`src/rtl/alu_pkg.sv`:
```
// alu_pkg
//   Shared definitions for the sequential ALU family: operation codes,
//   the one-hot controller state encoding, and a helper that sizes the
//   iteration counter from the datapath width.
//   This file has no ports; alu_seq_n and its testbench import it.
package alu_pkg;

  // Operation select, sampled together with BEGIN
  localparam logic [1:0] OP_ADD = 2'b00;
  localparam logic [1:0] OP_SUB = 2'b01;
  localparam logic [1:0] OP_MUL = 2'b10;
  localparam logic [1:0] OP_DIV = 2'b11;

  // One-hot controller states
  typedef enum logic [5:0] {
    IDLE   = 6'b000001,
    LOAD_B = 6'b000010,
    EXEC   = 6'b000100,
    ITER   = 6'b001000,
    OUT_HI = 6'b010000,
    OUT_LO = 6'b100000
  } aluStateT;

  // Counter must be able to hold the value W
  function automatic int ctrWidth(input int w);
    return $clog2(w + 1);
  endfunction

endpackage

```
`src/rtl/addsub_n.sv`:
```
// addsub_n
//   N-bit two's-complement adder/subtractor. This is the only arithmetic
//   unit of the ALU; EXEC, the Booth steps, the division steps and the
//   remainder correction all time-share it.
// Ports:
//   a_i     N  first operand
//   b_i     N  second operand
//   sub_i   1  1 = a_i - b_i, 0 = a_i + b_i
//   sum_o   N  result modulo 2^N
//   carry_o 1  carry out of bit N-1
//   ovf_o   1  signed overflow of the N-bit operation
module addsub_n #(
  parameter int N = 9
) (
  input  logic [N-1:0] a_i,
  input  logic [N-1:0] b_i,
  input  logic         sub_i,
  output logic [N-1:0] sum_o,
  output logic         carry_o,
  output logic         ovf_o
);

  logic [N-1:0] bEff;
  logic [N:0]   full;

  // Subtraction is a + ~b + 1, the +1 entering as the carry-in
  assign bEff    = sub_i ? ~b_i : b_i;
  assign full    = {1'b0, a_i} + {1'b0, bEff} + {{N{1'b0}}, sub_i};
  assign sum_o   = full[N-1:0];
  assign carry_o = full[N];
  assign ovf_o   = (a_i[N-1] == bEff[N-1]) && (sum_o[N-1] != a_i[N-1]);

endmodule

```
`src/rtl/alu_seq_n.sv`:
```
// alu_seq_n
//   Parametrised sequential ALU: add, subtract, signed radix-2 Booth
//   multiply and unsigned non-restoring divide. Operand A arrives on inbus
//   with the BEGIN edge, operand B on the following edge. Results leave on
//   outbus qualified by END (one word for add/sub, high then low word for
//   mul/div).
// Ports:
//   clk      1  rising-edge clock
//   reset    1  asynchronous active-high reset
//   BEGIN    1  start request, sampled only in IDLE
//   op_code  2  operation select, sampled with BEGIN
//   inbus    W  operand bus (A, then B)
//   outbus   W  result word, zero while END=0
//   END      1  result-valid strobe
//   ovf      1  overflow / divide-by-zero flag, zero while END=0
module alu_seq_n
  import alu_pkg::*;
#(
  parameter int W  = 8,
  parameter int CW = ctrWidth(W)
) (
  input  logic         clk,
  input  logic         reset,
  input  logic         BEGIN,
  input  logic [1:0]   op_code,
  input  logic [W-1:0] inbus,
  output logic [W-1:0] outbus,
  output logic         END,
  output logic         ovf
);

  aluStateT      state_q;
  logic [1:0]    op_q;
  logic [W-1:0]  b_q;
  logic [W:0]    acc_q;
  logic [W-1:0]  qr_q;
  logic          qm1_q;
  logic [CW-1:0] cnt_q;
  logic [W-1:0]  out_q;
  logic          end_q;
  logic          ovf_q;

  logic [W:0]    addA;
  logic [W:0]    addB;
  logic          addSub;
  logic [W:0]    addSum;
  logic          addOvf;
  logic          unusedCarry;

  logic [W:0]    boothAcc_d;
  logic [W-1:0]  boothQ_d;
  logic [W-1:0]  divQ_d;
  logic [W-1:0]  remainder_d;
  logic          mulOvf_d;
  logic          lastIter;

  addsub_n #(.N(W + 1)) uAddSub (
    .a_i     (addA),
    .b_i     (addB),
    .sub_i   (addSub),
    .sum_o   (addSum),
    .carry_o (unusedCarry),
    .ovf_o   (addOvf)
  );

  // Adder operand steering. In EXEC the operands are shifted up one bit so
  // the (W+1)-bit overflow flag equals the W-bit signed overflow. In ITER,
  // Booth works on the sign-extended accumulator, while division shifts the
  // next dividend bit in and adds or subtracts D according to the sign of
  // the partial remainder. OUT_HI reuses the idle adder to correct a
  // negative final remainder before it is presented in OUT_LO.
  always_comb begin
    addA   = '0;
    addB   = '0;
    addSub = 1'b0;
    unique case (state_q)
      EXEC: begin
        addA   = {qr_q, 1'b0};
        addB   = {b_q, 1'b0};
        addSub = (op_q == OP_SUB);
      end
      ITER: begin
        if (op_q == OP_MUL) begin
          addA = acc_q;
          unique case ({qr_q[0], qm1_q})
            2'b01:   addB = {b_q[W-1], b_q};
            2'b10: begin
              addB   = {b_q[W-1], b_q};
              addSub = 1'b1;
            end
            default: addB = '0;
          endcase
        end else begin
          addA   = {acc_q[W-1:0], qr_q[W-1]};
          addB   = {1'b0, b_q};
          addSub = ~acc_q[W];
        end
      end
      OUT_HI: begin
        addA = acc_q;
        addB = {1'b0, b_q};
      end
      default: ;
    endcase
  end

  // Next values for one iteration; Booth shifts {Acc, Q, Q-1} right
  // arithmetically, division shifts the quotient left taking the new bit
  // from the sign of the new partial remainder.
  assign boothAcc_d  = {addSum[W], addSum[W:1]};
  assign boothQ_d    = {addSum[0], qr_q[W-1:1]};
  assign divQ_d      = {qr_q[W-2:0], ~addSum[W]};
  assign remainder_d = acc_q[W] ? addSum[W-1:0] : acc_q[W-1:0];
  assign mulOvf_d    = (boothAcc_d[W-1:0] != {W{boothQ_d[W-1]}});
  assign lastIter    = (cnt_q == CW'(W - 1));

  // Controller, datapath registers and registered outputs. Outputs default
  // to zero every cycle and are loaded on the edge that enters OUT_HI or
  // OUT_LO, so END/outbus/ovf are purely registered.
  always_ff @(posedge clk or posedge reset) begin
    if (reset) begin
      state_q <= IDLE;
      op_q    <= '0;
      b_q     <= '0;
      acc_q   <= '0;
      qr_q    <= '0;
      qm1_q   <= 1'b0;
      cnt_q   <= '0;
      out_q   <= '0;
      end_q   <= 1'b0;
      ovf_q   <= 1'b0;
    end else begin
      out_q <= '0;
      end_q <= 1'b0;
      ovf_q <= 1'b0;
      unique case (state_q)
        IDLE: begin
          if (BEGIN) begin
            op_q    <= op_code;
            qr_q    <= inbus;
            state_q <= LOAD_B;
          end
        end
        LOAD_B: begin
          b_q   <= inbus;
          cnt_q <= '0;
          acc_q <= '0;
          qm1_q <= 1'b0;
          if (!op_q[1]) begin
            state_q <= EXEC;
          end else if ((op_q == OP_DIV) && (inbus == '0)) begin
            acc_q   <= {1'b0, qr_q};
            qr_q    <= '1;
            out_q   <= '1;
            end_q   <= 1'b1;
            ovf_q   <= 1'b1;
            state_q <= OUT_HI;
          end else begin
            state_q <= ITER;
          end
        end
        EXEC: begin
          out_q   <= addSum[W:1];
          end_q   <= 1'b1;
          ovf_q   <= addOvf;
          state_q <= OUT_LO;
        end
        ITER: begin
          cnt_q <= cnt_q + CW'(1);
          if (op_q == OP_MUL) begin
            acc_q <= boothAcc_d;
            qr_q  <= boothQ_d;
            qm1_q <= qr_q[0];
          end else begin
            acc_q <= addSum;
            qr_q  <= divQ_d;
          end
          if (lastIter) begin
            end_q   <= 1'b1;
            state_q <= OUT_HI;
            if (op_q == OP_MUL) begin
              out_q <= boothAcc_d[W-1:0];
              ovf_q <= mulOvf_d;
            end else begin
              out_q <= divQ_d;
            end
          end
        end
        OUT_HI: begin
          end_q   <= 1'b1;
          ovf_q   <= ovf_q;
          out_q   <= (op_q == OP_MUL) ? qr_q : remainder_d;
          state_q <= OUT_LO;
        end
        OUT_LO: begin
          state_q <= IDLE;
        end
        default: state_q <= IDLE;
      endcase
    end
  end

  assign outbus = out_q;
  assign END    = end_q;
  assign ovf    = ovf_q;

endmodule

```
`config.mk`:
```
export PLATFORM = sky130hd
export DESIGN_NAME = alu_seq_n
export DESIGN_NICKNAME = d
export VERILOG_FILES = /design/src/rtl/alu_pkg.sv /design/src/rtl/addsub_n.sv /design/src/rtl/alu_seq_n.sv
export SDC_FILE = /design/constraint.sdc
export NUM_CORES = 1
export LEC_CHECK = 0
export CORE_MARGIN = 1.5
export CORE_UTILIZATION = 25
export CTS_CLUSTER_SIZE = 16
export DETAILED_ROUTE_END_ITERATION = 16
export PLACE_DENSITY = 0.39
export SETUP_SLACK_MARGIN = 0.05
export SLEW_MARGIN = 15
export SYNTH_ARGS = -nofsm -noshare
export SYNTH_HDL_FRONTEND = slang
export SYNTH_SLANG_ARGS = --single-unit
```
`constraint.sdc`:
```
create_clock -name clk -period 4.4 [get_ports clk]
set_input_delay 0.88 -clock clk [delete_from_list [all_inputs] [get_ports clk]]
set_output_delay 0.88 -clock clk [all_outputs]
set_load 0.01 [all_outputs]
```
Yosys cells after proc, flatten, opt, wreduce, memory -nomap -nowiden
Cells that the tools add are included.
{ "op_classes": {"bitwise_logic": 3, "n_eq_ne": 19, "reduce_logical": 11, "muxes": 40, "addsub": 3} }
{ "op_table": {"columns": ["op", "n"], "rows": [
  ["2-to-1 mux 8 bit", 13],
  ["one-hot mux 9 bit (3 select lines)", 2],
  ["2-to-1 mux 9 bit", 4],
  ["one-hot mux 8 bit (4 select lines)", 1],
  ["one-hot mux 6 bit (4 select lines)", 1],
  ["one-hot mux 8 bit (3 select lines)", 1],
  ["one-hot mux 9 bit (2 select lines)", 1],
  ["2-to-1 mux 6 bit", 2],
  ["2-to-1 mux 5 bit", 2],
  ["!= test 2 bit (second input constant)", 5],
  ["adder 9 x 1 -> 9 bit", 1],
  ["adder 9 bit", 1],
  ["NOT 9 bit", 1],
  ["zero test 8 bit", 1],
  ["2-to-1 mux 1 bit", 8],
  ["!= test 8 bit", 1],
  ["one-hot mux 4 bit (2 select lines)", 1],
  ["equality test 2 bit (second input constant)", 3],
  ["equality test 6 x 1 -> 1 bit (second input constant)", 1],
  ["equality test 6 x 2 -> 1 bit (second input constant)", 1],
  ["equality test 6 x 3 -> 1 bit (second input constant)", 1],
  ["equality test 6 x 4 -> 1 bit (second input constant)", 1],
  ["equality test 6 x 5 -> 1 bit (second input constant)", 1],
  ["AND reduction 2 bit", 3],
  ["14 further kinds", 19]
]} }
{ "word_totals": {"elab_cells": 86, "out_inout_bits": 10, "inputBits": 13, "register_bits": 48} }

Longest topological paths before layout
Gate-level depths: netlist of run 1.
{ "logic_depth": {"depth_word": 13, "depth_mapped": 17, "mapped_depth_nobuf": 17} }

Hierarchy
A second synthesis of run 1 with hierarchy kept.
{ "unflattened": {"hier_cells": 396, "hier_area_um2": 3522.1} }
{ "modules_own_cells": {"columns": ["mod", "cells_per_inst", "instances", "area_each_um2", "seq_area_each_um2"], "rows": [
  ["alu_seq_n", 320, 1, 2941.6, 1202.4],
  ["addsub_n", 76, 1, 580.6, 0.0]
]} }

Worst setup path before layout of run 1
No wires, ideal clock.
{ "synth_timing": {"kind": "reg-to-reg", "start": "register state_q[4]", "end": "register ovf_q, in the netlist ovf", "n_path_buf": 1, "synth_period_minus_slack_ns": 4.344, "path_stages_with_launch": 17, "arrival_time_ns": 4.225, "path_slack_ns": 0.056, "setup_ns": 0.120, "cell_sequence": "dfrtp_1 or4_4 or2_4 buf_6 o21ai_1 a22o_1 xor2_1 inv_1 fa_1 nor2b_1 o21ai_0 a21oi_1 nor4_1 nor3_1 xnor2_1 or4b_1 a31o_1"} }
{ "synth_via": {"elab_chain_cells": 10} }
{ "synth_rtl": {"columns": ["item", "line", "source"], "rows": [
  ["start: declaration", "alu_seq_n.sv:32", "aluStateT state_q;"],
  ["start signal: assignment", "alu_seq_n.sv:122", "state_q <= IDLE;"],
  ["start signal: assignment", "alu_seq_n.sv:141", "state_q <= LOAD_B;"],
  ["start signal: assignment", "alu_seq_n.sv:150", "state_q <= EXEC;"],
  ["equality test 6 x 5 -> 1 bit (tied with other cells)", "alu_seq_n.sv:76, alu_seq_n.sv:136", null],
  ["one-hot mux 9 bit (3 select lines)", "alu_seq_n.sv:76", "unique case (state_q)"],
  ["NOT 9 bit", "addsub_n.sv:27", "assign bEff = sub_i ? ~b_i : b_i;"],
  ["2-to-1 mux 9 bit", "addsub_n.sv:27", null],
  ["adder 9 bit", "addsub_n.sv:28", "assign full = {1'b0, a_i} + {1'b0, bEff} + {{N{1'b0}}, sub_i};"],
  ["adder 9 x 1 -> 9 bit", "addsub_n.sv:28", null],
  ["!= test 8 bit", "alu_seq_n.sv:114", "assign mulOvf_d = (boothAcc_d[W-1:0] != {W{boothQ_d[W-1]}});"],
  ["2-to-1 mux 1 bit", "alu_seq_n.sv:181", "if (op_q == OP_MUL) begin"],
  ["2-to-1 mux 1 bit", "alu_seq_n.sv:178", "if (lastIter) begin"],
  ["one-hot mux 1 bit (4 select lines)", "alu_seq_n.sv:136", "unique case (state_q)"],
  ["end signal: assignment", "alu_seq_n.sv:165", "ovf_q <= addOvf;"],
  ["end signal: assignment", "alu_seq_n.sv:183", "ovf_q <= mulOvf_d;"],
  ["end signal: assignment", "alu_seq_n.sv:191", "ovf_q <= ovf_q;"],
  ["end: declaration", "alu_seq_n.sv:41", "logic ovf_q;"]
]} }
Parallel ways exist; a longest one is shown, timed or not.
A chain may end at the register's enable or synchronous reset.

Worst setup path after layout of run 1
Ends and elaborated chain as after synthesis.

==> metrics list, run 1 <==
- Fraction of final layout cells with drive strength greater than 1: 10.9%
* Highest clock frequency the design can meet: between 0.2 and 0.25 GHz
* Vias in the first global route: between 3k and 4k
* Worst setup skew after layout: roughly 0.0086 ns
- The HPWL after detailed placement is 8130 microns.
- TritonCTS clock tree: done
* Commonest cells post-synth: sky130_fd_sc_hd__nand2_1 (62), sky130_fd_sc_hd__dfrtp_1 (47), sky130_fd_sc_hd__o21ai_0 (42)
- Counting flops with a built-in enable in the synthesized netlist gives 0.
- DR pass1 iterations: 7
* Yosys warning total: 0
- Most repeated cell in the gate-level netlist after synthesis: sky130_fd_sc_hd__nand2_1
- Cell at the root of the clock tree: sky130_fd_sc_hd__clkbuf_16
- Setup violations remaining at the end of the flow were counted as 0.
* Main combinational cell family by area after synthesis: compound AO/OA/AOI/OAI gates
* Least-Margin Pin Slew: 1.14 ns
- Buffers placed on the I/O ports in this run total 22.
- Diode count: 0
- The synthesized design devotes to its leading area cell type a little over a third of total area.
- Height of the chip: approximately 120 microns
- For the worst setup path, the data required time is between 4 and 5 ns.
- Largest buffer count on any clock path: 2
- Pin count of the biggest net entering global routing: 32
* Async set-or-reset flop fraction in the synthesized netlist: 100%
- Starting Density: between 20% and 30%
* Netlist area before placement: 0.00326 sq mm
- The area growth from synthesis to layout is 20.8%.
- The number of antenna violations at the first check in global routing was 0.
* Iteration-0 DRC Markers: 300
- Number of fill cells: between 1k and 1.5k
* Net count of the mapped netlist: between 400 and 500
- Measured along the x axis, the die boundary spans about 120 microns.
* Most used flip-flop cell after synthesis: sky130_fd_sc_hd__dfrtp_1
- The min-delay analysis places its worst path in the category reg -> reg.
* Num CTS Buffers: 5
* Post-synthesis mux area share: between 1.5 and 2%
- Post-route setup slack: ~0.35 ns
- Final net count: 443
* Maxcap violations: 0
- At the later pin of the worst-skew pair, clock insertion delay measures between 0.2 and 0.3 ns.
* Area of the placeable core: between 0.01 and 0.015 sq mm
- Once detail routing completed, the nets flagged for antenna violations numbered 0.
- Global route overflow: 0
- H-tree depth: 2
* Average instance area after synthesis: around 8.4 sq um
- Number of sinks on the clock net: between 40 and 50
* Pwr Density: slightly above 500 mW/mm^2
* Library cell with the largest summed area after synthesis: sky130_fd_sc_hd__dfrtp_1
- Place WS: approximately 0.21 ns
- Cell variety after synth: 58
* Overall Global Routing Usage: ~17%
- Per-cell routed wire length: about 18 microns
- Area enclosed by the die boundary: about 0.014 sq mm
* Routed via count: roughly 3.1k
* Status: finished clean
* Area share of xor/xnor cells in the synthesized design: under 10%
- Endpoints failing hold: 0
- Number of DRC violations after detailed routing: 0
- Arrival time reported for the critical path endpoint: between 4 and 5 ns
- Hold timing on the final database bottoms out at a slack of 0.491 ns.
* Synthesized-area fraction occupied by ao, oa, aoi and oai cells: 24.8%
* Synth Area in Simple Gates: a little over a fifth
- In this run the static leakage power is roughly 1.7 nW.
- Clock-pin slew was measured on the worst setup and hold paths at ~0.070 ns.
- Setup TNS: 0 ns
- Setup repair after global routing left no endpoint under its margin.
* Wire length of the first global-routing pass: between 15000 and 20000 microns
- Critical path endpoint category: flop
- In the synthesized netlist, the number of instances is 390.
* Total power of the final layout: about 2.0 mW
- Time the worst path needs with I/O delays and setup: around 4.0 ns
* Count of final max-slew check failures: 0
- Measured against its own limit, the worst slew margin works out to 23.7%.
* Placer congestion estimate: around 0.83
- During I/O placement, the number of pins put on the boundary was 23.
- The final layout contains routed wiring with a total length of approximately 11000 microns.
- Worst-path maximum fanout: 7
- Vias per cell: about 5.3
- After synthesis, flip-flops and latches occupy a little under two fifths of the total area.
- Fin crit share: 92.0%
* Startpoint Class: flop
* Flops & latches, synth: between 40 and 50
* Top post-synthesis cells by area: sky130_fd_sc_hd__dfrtp_1 (36%), sky130_fd_sc_hd__nand2_1 (7.1%), sky130_fd_sc_hd__o21ai_0 (6.4%)
* # rows: slightly above 40
- The worst setup path is of the reg -> reg kind.
- The worst-case IR drop observed on VDD is ~220 uV.
- Adder-cell share of the synthesized area: slightly above 4%
## cells in the final DEF (no fill, tap or decap), types with 6 or more instances in the layout
| cell type | netlist | routed |
|---|---|---|
| sky130_fd_sc_hd__a22oi_1 | 12 | 12 |
| sky130_fd_sc_hd__o21ai_0 | 42 | 41 |
| sky130_fd_sc_hd__xnor2_1 | 13 | 13 |
| sky130_fd_sc_hd__nand2_1 | 62 | 62 |
| sky130_fd_sc_hd__nand4_1 | 6 | 6 |
| sky130_fd_sc_hd__nor4_1 | 6 | 6 |
| sky130_fd_sc_hd__a21oi_1 | 22 | 22 |
| sky130_fd_sc_hd__a222oi_1 | 8 | 8 |
| sky130_fd_sc_hd__clkdlybuf4s50_1 | 0 | 22 |
| sky130_fd_sc_hd__a221o_1 | 6 | 6 |
| sky130_fd_sc_hd__nor2_1 | 36 | 36 |
| sky130_fd_sc_hd__dfrtp_1 | 47 | 47 |
| sky130_fd_sc_hd__buf_4 | 0 | 24 |
| sky130_fd_sc_hd__nand3_1 | 7 | 7 |
| sky130_fd_sc_hd__inv_1 | 14 | 13 |
| sky130_fd_sc_hd__ha_1 | 9 | 9 |
## power by group
| group | switching [mW] | total (mW) | internal [mW] |
|---|---|---|---|
| Clock | 0.174 | 0.402 | 0.228 |
| Combinational | 0.500 | 0.818 | 0.318 |
| Sequential | 0.213 | 0.792 | 0.579 |
| Total | 0.887 | 2.01 | 1.13 |
## routing by layer
layer  routed length (microns)  GRT usage, %
met1                      5000          23.3
met2                      4910          26.6
met3                       592          2.42
met4                       283          6.10
met5                         0             0
## repair_timing
item	CTS	global route
hold buffers	0	0
gates resized for setup	0	3
endpoints found under the hold margin	0	0
setup buffers	0	1
endpoints found under the setup margin	0	2
## path summary, 6_finish.rpt
| check | startpoint | end | slack [ns] | cells past startpoint |
|---|---|---|---|---|
| worst max-delay path | state_q[4]$_DFFE_PP0P_ | ovf$_DFFE_PP0P_ | 0.35 | 15 |
| max in group asynchronous | reset | state_q[0]$_DFFE_PP1P_ | 2.59 | 3 |
| worst min register to register | cnt_q[2]$_DFFE_PP0N_ | cnt_q[2]$_DFFE_PP0N_ | 0.49 | 1 |
| worst max register to register | state_q[4]$_DFFE_PP0P_ | ovf$_DFFE_PP0P_ | 0.35 | 15 |
| min in group asynchronous | reset | outbus[7]$_DFF_PP0_ | 1.02 | 2 |
| worst min-delay path | cnt_q[2]$_DFFE_PP0N_ | cnt_q[2]$_DFFE_PP0N_ | 0.49 | 1 |
## state kept, by name, indices dropped and copies added (netlist names)
signal   count
END          1
op_q         2
b_q          8
outbus       8
qr_q         8
state_q      6
qm1_q        1
cnt_q        4
ovf          1
acc_q        9
## area by class of cell
class / instances / area, sq um / area share [%]
Clock buffer: 7 / 143 / 3.62
Clock inverter: 1 / 8.76 / 0.222
Inverter: 14 / 52.6 / 1.33
Multi-Input combinational cell: 305 / 1920 / 48.6
Sequential cell: 48 / 1200 / 30.5
Tap cell: 172 / 215 / 5.47
Timing Repair Buffer: 46 / 400 / 10.2
## critical path: stages, from the launching register on
cell	delay (ns)
sky130_fd_sc_hd__dfrtp_1	0.41
sky130_fd_sc_hd__or4_4	0.58
sky130_fd_sc_hd__or2_4	0.32
sky130_fd_sc_hd__o21ai_2	0.17
sky130_fd_sc_hd__a22o_1	0.15
sky130_fd_sc_hd__xor2_1	0.19
sky130_fd_sc_hd__inv_1	0.09
sky130_fd_sc_hd__fa_2	0.40
sky130_fd_sc_hd__nor2b_1	0.11
sky130_fd_sc_hd__o21ai_0	0.10
sky130_fd_sc_hd__a21oi_1	0.21
sky130_fd_sc_hd__nor4_1	0.07
sky130_fd_sc_hd__nor3_1	0.24
sky130_fd_sc_hd__xnor2_1	0.13
sky130_fd_sc_hd__or4b_1	0.52
sky130_fd_sc_hd__a31o_1	0.23
## through the flow
step | std cells | instance area, sq um | utilization, %
2_1_floorplan | 390 | 3260 | -
3_3_place_gp | 584 | 3770 | 29.8
3_5_place_dp | 584 | 3770 | 29.8
4_1_cts | 592 | 3920 | 31.0
5_1_grt | 593 | 3940 | 31.1
6_report | 593 | 3940 | 31.1
## cells by family after synthesis
| family | count (synthesis) |
|---|---|
| xor+xnor | 20 |
| fa+ha+maj | 10 |
| flops | 48 |
| mux | 6 |
| buf+inv | 37 |
| simple gates | 148 |
| compound gates | 121 |
Note: power is estimated with default switching activity, not from simulation.
==> run 2: changes to the inputs <==
==> constraint.sdc (replaced) <==
create_clock -name clk -period 4.4 [get_ports clk]
set_input_delay 0.44 -clock clk [delete_from_list [all_inputs] [get_ports clk]]
set_output_delay 0.44 -clock clk [all_outputs]
set_load 0.01 [all_outputs]
==> metrics list, run 2 (synthesized netlist as in run 1, its figures left out) <==
- In this run the critical register-to-register path is launched from state_q[4]$_DFFE_PP0P_.
- The detailed-routing iteration count for the pre-antenna-repair pass was 6 (-1).
- The wire length after detailed routing is 10700 microns (-0.63%).
- The number of filler cells placed in the layout is 1375 (-0.65%).
* Maximum vdd drop: 224 uV (+2.8%)
- The ratio of cells with drive above 1 in the final layout came to 11.6% (+0.71 points).
- Worst Hold Margin: 0.484 ns (-0.00645 ns)
- Footprint of the flip-flops and latches: 0.00120 sq mm (unchanged)
- Vias per cell: 5.12 (-3.0%)
- The number of standard cells in the final layout excluding fillers came to 593 (unchanged).
- The routability-driven placement congestion ratio was 0.835 (+0.29%).
- Height of the chip: 117 microns (unchanged)
- Worst-path maximum fanout: 7 (unchanged)
* Multi-input logic area: 0.00193 sq mm (+0.65%)
* Endpoints failing hold: 0 (unchanged)
* Number of setup violations in the final report: 0 (unchanged)
- Num CTS Buffers: 5 (unchanged)
- In this run the worst setup path terminates at ovf$_DFFE_PP0P_.
- Setup TNS: 0 ns (unchanged)
- Count of buffers inserted at the top-level ports: 22 (unchanged)
- Final net count: 443 (unchanged)
- Switching pwr: 0.892 mW (+0.54%)
- Share of total power in combinational logic: 39.5% (-1.2 points)
* Critical path endpoint category: flop
* Met3 WL: 650 microns (+9.8%)
- Status: finished clean
* Global route overflow: 0 (unchanged)
- Worst max-slew margin expressed relative to the limit: 30.6% (+6.9 points)
- The site row count is 41 (unchanged).
- The core outline area came to 0.0127 sq mm (unchanged).
- The leakage component of the power came to 1.70 nW (+0.72%).
- The delay of the slowest cell on the worst path is 0.58 ns (about the same).
* Pin count of the biggest net entering global routing: 49 (+53%)
- The library cell used most frequently in the layout, excluding fill and tap cells, is sky130_fd_sc_hd__nand2_1.
- Count of final max-slew check failures: 0 (unchanged)
* Starting Density: 25.7% (unchanged)
* Total number of cells along the worst setup path: 15 (unchanged)
- The die area was 0.0137 sq mm (unchanged).
* Least-Margin Pin Slew: 1.04 ns (-0.104 ns)
- Clk pin slew, worst setup/hold paths: 0.07 ns (about the same)
- The reg2reg setup slack came to 0.29 ns (-0.06 ns).
* Detailed-placement wirelength estimate: 8040 microns (-1.1%)
- Antenna violations before repair: 0 (unchanged)
- Overall Global Routing Usage: 16.4% (-0.36 points)
- The initial detailed-routing violation count was 301 (+0.33%).
- Critical path class: reg -> reg
- The wire length on met1 came to 4960 microns (-0.86%).
- CP max stage cell: sky130_fd_sc_hd__or4_4
- The wire length of the first global-routing pass was 16800 microns (-2.2%).
- Top Layer Used: met4
- The total placed cells including tap cells came to 584 (unchanged).
- Arrival time reported for the critical path endpoint: 4.30 ns (+0.07 ns)
* Final core utilization: 31.4% (+0.31 points)
- Max FFs per register: 9 (unchanged)
* TritonCTS clock tree: done
- The tightest min-delay check is of the reg -> reg type.
- H-tree depth: 2 (unchanged)
- The cell sitting at the root of the clock tree is a sky130_fd_sc_hd__clkbuf_16.
- The routed length per placed instance came to 18.1 microns (-0.63%).
- Number of sinks on the clock net: 48 (unchanged)
- The total inserted antenna cells is 0 (unchanged).
- The setup slack at placement came to 0.191 ns (-0.0185 ns).
- Worst setup skew after layout: 0.00706 ns (-0.00159 ns)
* Count of pins on the block boundary: 23 (unchanged)
- Highest clock frequency the design can meet: 0.243 GHz (-1.5%)
- The length in cells of the worst reg-to-reg path came to 15 (unchanged).
* Largest buffer count on any clock path: 2 (unchanged)
- Startpoint Class: flop
* Setup repair after global routing missed its margin: false
- Tracing the worst setup path back leads to its startpoint at state_q[4]$_DFFE_PP0P_.
- Time the worst path needs with I/O delays and setup: 4.11 ns (+0.0634 ns)
* Vias in the first global route: 2963 (-1.8%)
* Detail Route met2 WL: 4980 microns (+1.6%)
- Maxcap violations: 0 (unchanged)
* Worst R2R End: ovf$_DFFE_PP0P_
* Synth-to-Final Area Change: 22.0%
- Internal cell power: 1.18 mW (+5.1%)
* Most frequent cells in the layout: sky130_fd_sc_hd__nand2_1 (62), sky130_fd_sc_hd__dfrtp_1 (47), sky130_fd_sc_hd__o21ai_0 (41)
- The clock insertion delay at the later pin of the skew report came to 0.30 ns (about the same).
- Switching power as a share of total power: 43.0% (-1.1 points)
- The remaining routing DRC violations came to 0 (unchanged).
- The data required time at the worst endpoint was 4.59 ns (about the same).
- Broken down by cell family, the worst path's largest delay share belongs to simple AND/OR/NAND/NOR gates.
* Sequential Power Share: 38.2% (-1.2 points)
* Buf+Inv Stages, Crit Path: 1 (unchanged)
* Post-route setup slack: 0.288 ns (-0.0634 ns)
- The overall via count from detail_route was 3036 (-3.0%).
- Total power of the final layout: 2.07 mW (+3.1%)
* Pwr Density: 522 mW/mm^2 (+2.1%)
* Fin crit share: 93.5% (+1.4 points)
- The post-detailed-route count of antenna-violating nets was 0 (unchanged).
- The horizontal die dimension is 117 microns (unchanged).
* Top register by number of flip-flops: acc_q
- Cell-by-cell trace of the critical path: or4_4 > or2_4 > o21ai_2 > a22o_1 > xor2_2 > inv_1 > fa_1 > nor2b_1 > o21ai_0 > a21oi_1 > nor4_1 > nor3_1 > xnor2_1 > or4b_1 > a31o_1
* Placed inst area: 0.00377 sq mm (unchanged)
- Cts hold-fix bufs: 0 (unchanged)
- The final design area excluding fillers is 0.00398 sq mm (+0.98%).
- The clock network fraction of total power came to 22.4% (+2.4 points).
[run 2: changes by cell type in the layout (fill, tap and decap cells not counted), sizes merged]
cell / change
bufinv: +1
clkbuf: -1
[run 2: worst register-to-register path: cells and delay by family, from the launching register on]
family	cells	cell delay, ns
simple gates	6	1.88
xor+xnor	2	0.29
fa+ha+maj	1	0.46
compound gates	5	0.90
flops	1	0.41
buf+inv	1	0.07
[run 2: final cells by class]
| class | instances | area share [%] |
|---|---|---|
| Clock inverter | 2 | 0.975 |
| Tap cell | 172 | 5.41 |
| Timing Repair Buffer | 46 | 10.1 |
| Sequential cell | 48 | 30.2 |
| Multi-Input combinational cell | 305 | 48.5 |
| Clock buffer | 6 | 3.49 |
| Inverter | 14 | 1.32 |
[run 2: worst min-delay path by stage]
stage | slack [ns] | end | cells after the start | start
CTS | 0.49 | cnt_q[2]$_DFFE_PP0N_ | 1 | cnt_q[2]$_DFFE_PP0N_
finish | 0.48 | cnt_q[2]$_DFFE_PP0N_ | 1 | cnt_q[2]$_DFFE_PP0N_
detailed placement | 0.48 | cnt_q[2]$_DFFE_PP0N_ | 1 | cnt_q[2]$_DFFE_PP0N_
global route | 0.52 | cnt_q[2]$_DFFE_PP0N_ | 1 | cnt_q[2]$_DFFE_PP0N_
floorplan | 0.45 | cnt_q[2]$_DFFE_PP0N_ | 1 | cnt_q[2]$_DFFE_PP0N_
global placement | 0.48 | cnt_q[2]$_DFFE_PP0N_ | 1 | cnt_q[2]$_DFFE_PP0N_
[run 2: power groups by stage]
| stage | Sequential (mW) | Combinational [mW] | Clock [mW] |
|---|---|---|---|
| final | 0.792 | 0.819 | 0.464 |
| after detailed placement | 0.799 | 0.811 | 0 |
| after floorplan | 0.695 | 0.609 | 0 |
| after global routing | 0.815 | 0.930 | 0.497 |
| after global placement | 0.797 | 0.806 | 0 |
| after CTS | 0.790 | 0.815 | 0.472 |
[run 2: routing by layer]
| layer | up-vias | track usage (%) |
|---|---|---|
| li1 | 1482 | - |
| met1 | 1451 | 22.1 |
| met2 | 91 | 26.9 |
| met3 | 12 | 3.30 |
| met4 | 0 | 4.34 |
| met5 | - | 0 |
[run 2: repair_timing]
action,CTS,global route
buffers inserted,0,1
gates resized for setup,0,4
setup endpoints to repair,0,3
